$ cat src/rtl/mem_lsu.sv
// Load/store unit in front of a big-endian, byte-addressed word RAM.
// Sequences byte/half/word requests into RAM read/write commands, with RMW for sub-word stores.

`ifndef RAM_NOP
`define RAM_NOP 2'd0
`endif
`ifndef RAM_READ
`define RAM_READ 2'd1
`endif
`ifndef RAM_WRITE
`define RAM_WRITE 2'd2
`endif

module mem_lsu #(
  parameter int unsigned MEM_SIZE = 4096
) (
  input  logic        i_clk,
  input  logic        i_rst,
  input  logic        i_valid,
  output logic        o_ready,
  input  logic        i_we,
  input  logic [1:0]  i_size,
  input  logic        i_signed,
  input  logic [31:0] i_addr,
  input  logic [31:0] i_wdata,
  output logic        o_rvalid,
  input  logic        i_rready,
  output logic [31:0] o_rdata,
  output logic        o_fault,
  output logic [1:0]  o_ram_do,
  output logic [31:0] o_ram_addr,
  output logic [31:0] o_ram_val,
  input  logic [31:0] i_ram_val
);

  typedef enum logic [1:0] {StIdle, StRead, StWrite, StResp} state_e;

  state_e      state_q, state_d;
  logic        we_q;
  logic [1:0]  size_q;
  logic        signed_q;
  logic [1:0]  off_q;
  logic [31:0] wdata_q;
  logic        fault_q;
  logic [31:0] rbuf_q;
  logic [1:0]  ram_do_q, ram_do_d;
  logic [31:0] ram_addr_q, ram_addr_d;

  logic        accept;
  logic        req_fault;
  logic [4:0]  lane_sh;
  logic [31:0] lane_mask;
  logic [31:0] lane;
  logic [31:0] load_val;
  logic [31:0] merged;

  assign accept = (state_q == StIdle) && i_valid;

  // Word-aligned address past the last full word is out of range; no wrap-around.
  always_comb begin
    req_fault = (i_size == 2'd3)
              | ((i_size == 2'd1) & i_addr[0])
              | ((i_size == 2'd2) & (i_addr[1:0] != 2'b00))
              | ({i_addr[31:2], 2'b00} > (MEM_SIZE - 32'd4));
  end

  // Big-endian lanes: offset 0 is the most significant byte.
  always_comb begin
    lane_sh   = 5'd0;
    lane_mask = 32'hFFFF_FFFF;
    if (size_q == 2'd0) begin
      lane_sh   = {~off_q, 3'b000};
      lane_mask = 32'h0000_00FF;
    end else if (size_q == 2'd1) begin
      lane_sh   = {~off_q[1], 4'b0000};
      lane_mask = 32'h0000_FFFF;
    end
  end

  always_comb begin
    lane     = (rbuf_q >> lane_sh) & lane_mask;
    load_val = lane;
    if (signed_q) begin
      if (size_q == 2'd0) begin
        load_val = {{24{lane[7]}}, lane[7:0]};
      end else if (size_q == 2'd1) begin
        load_val = {{16{lane[15]}}, lane[15:0]};
      end
    end
    merged = (rbuf_q & ~(lane_mask << lane_sh)) | ((wdata_q & lane_mask) << lane_sh);
  end

  always_comb begin
    state_d    = state_q;
    ram_do_d   = `RAM_NOP;
    ram_addr_d = ram_addr_q;
    unique case (state_q)
      StIdle: begin
        if (i_valid) begin
          if (req_fault) begin
            state_d = StResp;
          end else begin
            ram_addr_d = {i_addr[31:2], 2'b00};
            if (i_we && (i_size == 2'd2)) begin
              state_d  = StWrite;
              ram_do_d = `RAM_WRITE;
            end else begin
              state_d  = StRead;
              ram_do_d = `RAM_READ;
            end
          end
        end
      end
      StRead: begin
        if (we_q) begin
          state_d  = StWrite;
          ram_do_d = `RAM_WRITE;
        end else begin
          state_d = StResp;
        end
      end
      StWrite: state_d = StResp;
      StResp: begin
        if (i_rready) begin
          state_d = StIdle;
        end
      end
      default: state_d = StIdle;
    endcase
  end

  always_ff @(posedge i_clk or posedge i_rst) begin
    if (i_rst) begin
      state_q    <= StIdle;
      we_q       <= 1'b0;
      size_q     <= 2'd0;
      signed_q   <= 1'b0;
      off_q      <= 2'd0;
      wdata_q    <= 32'd0;
      fault_q    <= 1'b0;
      rbuf_q     <= 32'd0;
      ram_do_q   <= `RAM_NOP;
      ram_addr_q <= 32'd0;
    end else begin
      state_q    <= state_d;
      ram_do_q   <= ram_do_d;
      ram_addr_q <= ram_addr_d;
      if (accept) begin
        we_q     <= i_we;
        size_q   <= i_size;
        signed_q <= i_signed;
        off_q    <= i_addr[1:0];
        wdata_q  <= i_wdata;
        fault_q  <= req_fault;
      end
      if (state_q == StRead) begin
        rbuf_q <= i_ram_val;
      end
    end
  end

  always_comb begin
    o_ready    = (state_q == StIdle);
    o_rvalid   = (state_q == StResp);
    o_fault    = (state_q == StResp) && fault_q;
    o_rdata    = ((state_q == StResp) && !we_q && !fault_q) ? load_val : 32'd0;
    o_ram_do   = ram_do_q;
    o_ram_addr = ram_addr_q;
    o_ram_val  = 32'd0;
    if (state_q == StWrite) begin
      o_ram_val = (size_q == 2'd2) ? wdata_q : merged;
    end
  end

endmodule

$ cat config.mk
export PLATFORM = sky130hd
export DESIGN_NAME = mem_lsu
export DESIGN_NICKNAME = d
export VERILOG_FILES = /design/src/rtl/mem_lsu.sv
export SDC_FILE = /design/constraint.sdc
export NUM_CORES = 1
export LEC_CHECK = 0
export BUFFER_PORTS_ARGS = -buffer_cell sky130_fd_sc_hd__buf_2
export CAP_MARGIN = 20
export CORE_MARGIN = 4
export CORE_UTILIZATION = 54
export DETAILED_ROUTE_END_ITERATION = 10
export MAX_ROUTING_LAYER = met4
export PLACE_DENSITY = 0.83
export SKIP_LAST_GASP = 1
export SLEW_MARGIN = 10
export SYNTH_ARGS = -nofsm -noshare
export SYNTH_HDL_FRONTEND = slang
export SYNTH_SLANG_ARGS = --single-unit
$ cat constraint.sdc
create_clock -name i_clk -period 4.84 [get_ports i_clk]
set_input_delay 0.484 -clock i_clk [delete_from_list [all_inputs] [get_ports i_clk]]
set_output_delay 0.484 -clock i_clk [all_outputs]
set_load 0.01 [all_outputs]
==> impl_results.md, run 1 <==
* Synthesized area per cell at 11.3 um2
* Overflow after GRT at 0
* Post-synthesis sequential area ratio at 46.9%
* Max-cap violations at 0
* Post-layout util at 69.0%
* GP Congestion at 0.949
* Clock root buffer: clkbuf_8
* Std-Cell Rows at 36
* Drt pass-1 iters at 5
* Total Wirelength at 16.6 mm
* Routed WL per cell at 20.2 um
* Most used DFF post-synth: dfrtp_1
* Yosys Warn Count at 0
* Tmin final at 3.44 ns
* Die height at 110 um
* Worst skew pair latency at 0.38 ns
* Worst Skew at 0.0116 ns
* Number of remaining DRC errors at 0
* Reg clk slew, reported paths at 0.10 ns
* Fmax at 0.291 GHz
* P per Cell Area at 614 nW/um2
* Post-CTS setup buffer count at 0
* Post-Syn Area at 5600 um2
* Post-synth EDFFs at 0
* Core Area at 9950 um2
* Starting DRT DRC Count at 421
* CP max-delay cell: dfrtp_1
* Share of layout cells above drive strength 1 at 47.5%
* Vias in the first global route at 4769
* Bufs on Longest Clock Path at 2
* Commonest cells post-synth: 105 x dfrtp_1, 81 x mux2_2, 38 x nor2b_1
* Post-synthesis cell type count at 48
* Final Hold Vio Count at 0
* Worst Hold Class: input port to async pin
* Largest vdd supply drop at 0.290 mV
* Area growth syn-to-layout at 22.6%
* Initial Util at 56.3%
* CTS tree: built
* Routed Antenna Nets at 0
* Max Slew Vio Count at 0
* Leakage power at 3.52 nW
* Top-Level Pins at 205
* WS Path Type: flop to output port
* Setup crit end kind: output port
* Crit-path max FO at 24
* Clk sink count at 105
* Via/cell ratio at 5.82
* Hold_buf cts at 0
* Worst-Margin Slew at 0.946 ns
* First-pass GRT wire length at 25.2 mm
* Setup Viol. Count Final at 0
* DP Wirelength at 12.2 mm
* Post-route setup TNS at 0 ns
* Area used by multi-input combinational logic at 2710 um2
* Top-area cell type share of the netlist area at 46.9%
* CP arrival at 2.95 ns
* Synth area leader: dfrtp_1
* Top area cells in the synthesized netlist: dfrtp_1 47%, mux2_2 16%, nor2b_1 4.2%
* Sequential standard cell area at 2630 um2
* Seq cells post-synth at 105
* Antenna violations before repair at 1
* Nets at 791
* Die W at 110 um
* Gr usage total at 28.7%
* Critical path required time at 4.36 ns
* Async set-or-reset flop fraction in the synthesized netlist at 100%
* Crit share post-route at 71.0%
* Startpoint Class: flop
* Max incr delay on CP at 0.86 ns
* RSZ-0062 raised after global routing: no
* PortBufs at 202
* DR vias at 4782
* Area of the die at 12100 um2
* Crit-path cells: buf_4, nor4_1, a221oi_2, nand4_1, o21ai_0, buf_2
* Fillers at 779
* Relative slew slack at 36.9%
* H-tree levels at 3
* CTS resizes at 0
* CTS Buf Count at 9
* Largest net degree at the start of global routing at 77
* Status: finished, final reports clean
* Most frequent cell after synthesis: dfrtp_1
* Mapped Cells at 497
-- area by class of cell --
| cell class | instances | area share [%] |
|---|---|---|
| clock buffer | 10 | 1.86 |
| multi-input combinational | 339 | 39.5 |
| clock inverter | 5 | 0.929 |
| timing repair buffer | 210 | 16.0 |
| inverter | 18 | 1.02 |
| antenna | 1 | 0.0364 |
| sequential | 105 | 38.3 |
| tap | 133 | 2.42 |
-- layer usage --
layer	track usage, %	routed length (um)	vias to the layer above
met1	34.1	6320	2314
met5	-	0	-
met3	8.81	1570	31
met4	8.55	338	0
li1	-	-	2169
met2	47.0	8320	268
-- power by group --
part           internal [mW]  leakage [nW]  switching [mW]  total (mW)
Combinational           1.00          2.13            1.01        2.01
Clock                  0.241        0.0934           0.306       0.547
Sequential              1.19          1.30           0.471        1.66
Total                   2.44          3.52            1.78        4.22
-- flip-flops by register name (all words and copies together) (netlist names) --
register and cells:
off_q 2, o_ram_do 2, wdata_q 32, signed_q 1
rbuf_q 32, state_q 2, o_ram_addr 30, we_q 1
fault_q 1, size_q 2
-- cells by family after synthesis --
| logic type | Yosys count | share of synthesized area, % |
|---|---|---|
| buffers and inverters | 54 | 4.74 |
| multiplexers | 99 | 21.1 |
| flip-flops | 105 | 46.9 |
| other | 1 | 0.0670 |
| AND/OR/NAND/NOR | 118 | 11.6 |
| adder cells (fa/ha/maj) | 4 | 0.894 |
| AO/OA/AOI/OAI | 116 | 14.7 |
-- critical path, delay by kind of cell, from the launching register on --
family	cells	cell delay [ns]
DFF	1	0.86
AOI/OAI and AO/OA	2	0.66
buffers and inverters	2	0.58
and+or+nand+nor	2	0.45
-- through the flow --
stage          hold WS (ns)  instance area (um2)  setup slack (ns)  power, mW  instances
2_1_floorplan         0.479                 5600              1.60       3.04        498
3_3_place_gp          0.477                 6620              1.98       3.56        801
3_5_place_dp          0.483                 6620              1.92       3.63        801
4_1_cts               0.302                 6810              1.49       4.18        816
5_1_grt               0.296                 6870              1.23       4.50        821
6_report              0.296                 6870              1.40       4.22        821
-- worst paths after layout --
kind	from	to	slack, ns	depth (start not counted)
max	size_q[1]	o_rdata[8]	1.40	6
min	i_rst	o_ram_addr[27]	0.30	2
max reg2reg	state_q[1]	o_ram_addr[11]	2.39	7
min reg2reg	o_ram_addr[30]	o_ram_addr[30]	0.50	1
max in group asynchronous	i_rst	wdata_q[1]	3.60	3
min in group i_clk	i_wdata[31]	wdata_q[31]	0.32	2
-- placed cells by master (no fill, tap or decap), types with 4 or more instances in the layout --
cell type	netlist	routed
a21oi_1	29	29
a222oi_1	8	8
a22o_1	14	14
a22oi_1	7	7
and2_1	8	8
buf_2	14	203
buf_4	4	5
clkbuf_8	0	9
dfrtp_1	105	105
ha_1	4	4
inv_1	17	16
mux2_2	81	81
mux2i_1	11	11
mux4_2	7	7
nand2_1	28	28
nor2_1	19	19
nor2b_1	38	38
nor4_1	8	8
o211a_1	8	8
o211ai_1	9	9
o21a_1	8	8
o21ai_0	19	19
o22ai_1	4	4
Power figures use the tool's default switching activity.
==> inputs of run 2 (changes only) <==
Settings changed: ABC_AREA set to 1, CORE_UTILIZATION 54 to 50, PLACE_DENSITY 0.83 to 0.77.
Clock period 4.84 ns to 3.6 ns, I/O delays scaled along.
==> run 2 against run 1 <==
  * Combinational power is 35% higher
  * Largest cell class is now registers
  * Clock skew is 0.0031 ns lower
  * Sequential power rose by 20%
  * Cell count up 38%
  * Sequential cell count stayed put
  * Register-to-register slack worse by 1.1 ns
  * First-iteration DRC count grew 58%
==> impl_results.md, run 2 <==
* Status: finished, final reports clean
* R2R depth at 8 (+1)
* Relative slew slack at 34.7% (-2.2 points)
* Starting DRT DRC Count at 664 (+58%)
* Final worst slack at 0.325 ns (-1.08 ns)
* Yosys Warn Count at 0 (unchanged)
* Max-cap violations at 0 (unchanged)
* Leakage power at 3.97 nW (+13%)
* Initial Util at 51.8% (-4.4 points)
* Flop pwr share at 35.1% (-4.3 points)
* Worst r2r src: state_q[0]
* Area of the die at 13200 um2 (+9.1%)
* CP arrival at 2.91 ns (-0.04 ns)
* Nets at 1100 (+39%)
* Via/cell ratio at 5.10 (-12%)
* Largest net degree at the start of global routing at 69 (-10%)
* P per Cell Area at 813 nW/um2 (+32%)
* Overflow after GRT at 0 (unchanged)
* PortBufs at 202 (unchanged)
* Commonest non-fill, non-tap cell in the layout: nand2_1
* Crit share post-route at 91.0%
* Dpl ws at 0.782 ns (-1.14 ns)
* Drt pass-1 iters at 7 (+2)
* Critical path required time at 3.24 ns (-1.12 ns)
* First-pass GRT wire length at 28.5 mm (+13%)
* Most used DFF post-synth: dfrtp_1
* Cell internal pwr at 2.97 mW (+22%)
* Setup crit end kind: output port
* Seq cells post-synth at 105 (unchanged)
* Share of layout cells above drive strength 1 at 24.5% (-23 points)
* Crit-path cells: nor2_4, inv_2, nand2_1, inv_2, o21ai_0, a21oi_1, buf_2
* Post-CTS setup buffer count at 0 (unchanged)
* Commonest cells post-synth: 263 x nand2_1, 114 x inv_1, 105 x dfrtp_1
* Post-Syn Area at 5690 um2 (+1.7%)
* RSZ-0062 raised after global routing: no
* Final Hold Vio Count at 0 (unchanged)
* Max Slew Vio Count at 0 (unchanged)
* Std-Cell Rows at 38 (+5.6%)
* End of the worst register-to-register path: o_ram_addr[19]
* Worst-Margin Slew at 0.979 ns (+0.0335 ns)
* Critical path's most frequent cell: inv_2
* Clock root buffer: clkbuf_16
* CTS Buf Count at 9 (unchanged)
* Number of remaining DRC errors at 0 (unchanged)
* Worst skew pair latency at 0.35 ns (-0.03 ns)
* Routed Antenna Nets at 0 (unchanged)
* Fmax at 0.305 GHz
* Worst setup path end: o_ram_val[5]
* Core Area at 11000 um2 (+10%)
* Tmin final at 3.27 ns
* Placed Cells at 1121 (+40%)
* Most frequent cell after synthesis: nand2_1
* Sw frac at 48.0% (+5.7 points)
* Post-layout util at 64.0% (-5.0 points)
* Die W at 115 um (+4.4%)
* Antenna violations before repair at 0 (-1)
* Synth area leader: dfrtp_1
* Commonest non-fill, non-tap cells in the layout: 263 x nand2_1, 202 x buf_2, 113 x inv_1
* Combinational Power Share at 47.5% (about the same)
* Synthesized area per cell at 7.00 um2 (-38%)
* Finished Layout Cells at 1136 (+38%)
* R2R setup slack at 1.31 ns (-1.08 ns)
* Clk pwr share at 17.5% (+4.5 points)
* CP Launch Point: size_q[1]
* Reg clk slew, reported paths at 0.07 ns (-0.03 ns)
* Post-synthesis sequential area ratio at 46.1% (-0.77 points)
* Hold_buf cts at 0 (unchanged)
* CTS resizes at 0 (unchanged)
* Final Power at 5.71 mW (+35%)
* Post-route setup TNS at 0 ns (unchanged)
* NetSw at 2.74 mW (+54%)
* Ant. Diodes at 0 (-1)
* Largest vdd supply drop at 0.433 mV (+49%)
* Routed WL per cell at 15.7 um (-22%)
* Vias in the first global route at 5508 (+15%)
* Crit-path max FO at 32 (+33%)
* Post-synth EDFFs at 0 (unchanged)
* Top-Level Pins at 205 (unchanged)
* Startpoint Class: flop
* CTS tree: built
* Worst Skew at 0.00854 ns (-0.00305 ns)
* Area growth syn-to-layout at 23.4%
* H-tree levels at 3 (unchanged)
* Setup Viol. Count Final at 0 (unchanged)
* DP Wirelength at 13.4 mm (+9.8%)
* CP max-delay cell: dfrtp_1
* Mapped Cells at 814 (+64%)
* Async set-or-reset flop fraction in the synthesized netlist at 100% (unchanged)
* WS Path Type: flop to output port
* Total Wirelength at 17.9 mm (+8.0%)
* Max incr delay on CP at 0.99 ns (+0.13 ns)
* Clk sink count at 105 (unchanged)
* Post-synthesis cell type count at 25 (-48%)
* Worst Hold Class: input port to async pin
* Top-area cell type share of the netlist area at 46.1% (-0.77 points)
* Bufs on Longest Clock Path at 2 (unchanged)
* Die height at 115 um (+4.4%)
* GP Congestion at 0.966 (+1.7%)
* Gr usage total at 28.6% (about the same)
* DR vias at 5791 (+21%)
* Top area cells in the synthesized netlist: dfrtp_1 46%, nand2_1 17%, o21ai_0 8.4%
run 2: cell count changes after synthesis, sizes merged, moves of 15 or more:
cell | previous run | this run
nor2 | 21 | 74
a21oi | 29 | 44
inv | 17 | 120
o21ai | 22 | 99
nand3 | 2 | 43
nor2b | 38 | 0
mux2 | 81 | 4
nand2 | 28 | 267
run 2: metrics by stage:
step           hold WS [ns]  area (um2)
6_report              0.163        7030
5_1_grt               0.203        7030
4_1_cts               0.189        7030
3_5_place_dp          0.468        6730
3_3_place_gp          0.462        6730
2_1_floorplan         0.449        5700
run 2: power by group through the flow:
stage	Sequential [mW]	Combinational [mW]	Clock, mW
final	2.00	2.71	0.997
after global placement	2.00	2.63	0
after CTS	1.98	2.68	1.01
after floorplan	1.79	2.00	0
after detailed placement	2.00	2.66	0
after global routing	2.04	3.08	1.06
run 2: worst min path at each step:
stage / slack (ns) / endpoint / startpoint / cells past startpoint
finish: 0.16 / wdata_q[17] / i_rst / 2
CTS: 0.19 / wdata_q[17] / i_wdata[17] / 3
detailed placement: 0.47 / wdata_q[28] / wdata_q[28] / 2
floorplan: 0.45 / o_ram_do[1] / we_q / 2
global placement: 0.46 / o_ram_do[1] / we_q / 2
global route: 0.20 / wdata_q[9] / i_wdata[9] / 3
run 2: final cells by class:
| cell class | instances | area (um2) |
|---|---|---|
| Clock inverter | 6 | 72.6 |
| Sequential cell | 105 | 2630 |
| Tap cell | 140 | 175 |
| Inverter | 120 | 453 |
| Fill cell | 1051 | 3950 |
| Timing Repair Buffer | 209 | 1060 |
| Clock buffer | 9 | 225 |
| Multi-Input combinational cell | 547 | 2410 |
run 2: kinds of logic after synthesis:
kind of cell / count (synthesis) / synth area share (%)
and+or+nand+nor: 393 / 27.8
buffers and inverters: 163 / 11.6
AOI/OAI and AO/OA: 144 / 12.7
DFF: 105 / 46.1
muxes: 4 / 0.791
adders and majority gates: 4 / 0.879
other: 1 / 0.0659
run 2: per-layer routing:
| metal | up-vias | share of wire [%] | track usage (%) |
|---|---|---|---|
| li1 | 2857 | - | - |
| met1 | 2634 | 42 | 38.2 |
| met2 | 281 | 47 | 44.4 |
| met3 | 19 | 9.9 | 7.61 |
| met4 | 0 | 1.5 | 5.95 |
| met5 | - | 0 | - |
run 2: critical path: cells and delay by family (launching register included):
kind | cells | cell delay, ns
DFF | 1 | 0.99
buffers and inverters | 3 | 0.86
and+or+nand+nor | 2 | 0.36
AOI/OAI and AO/OA | 2 | 0.36
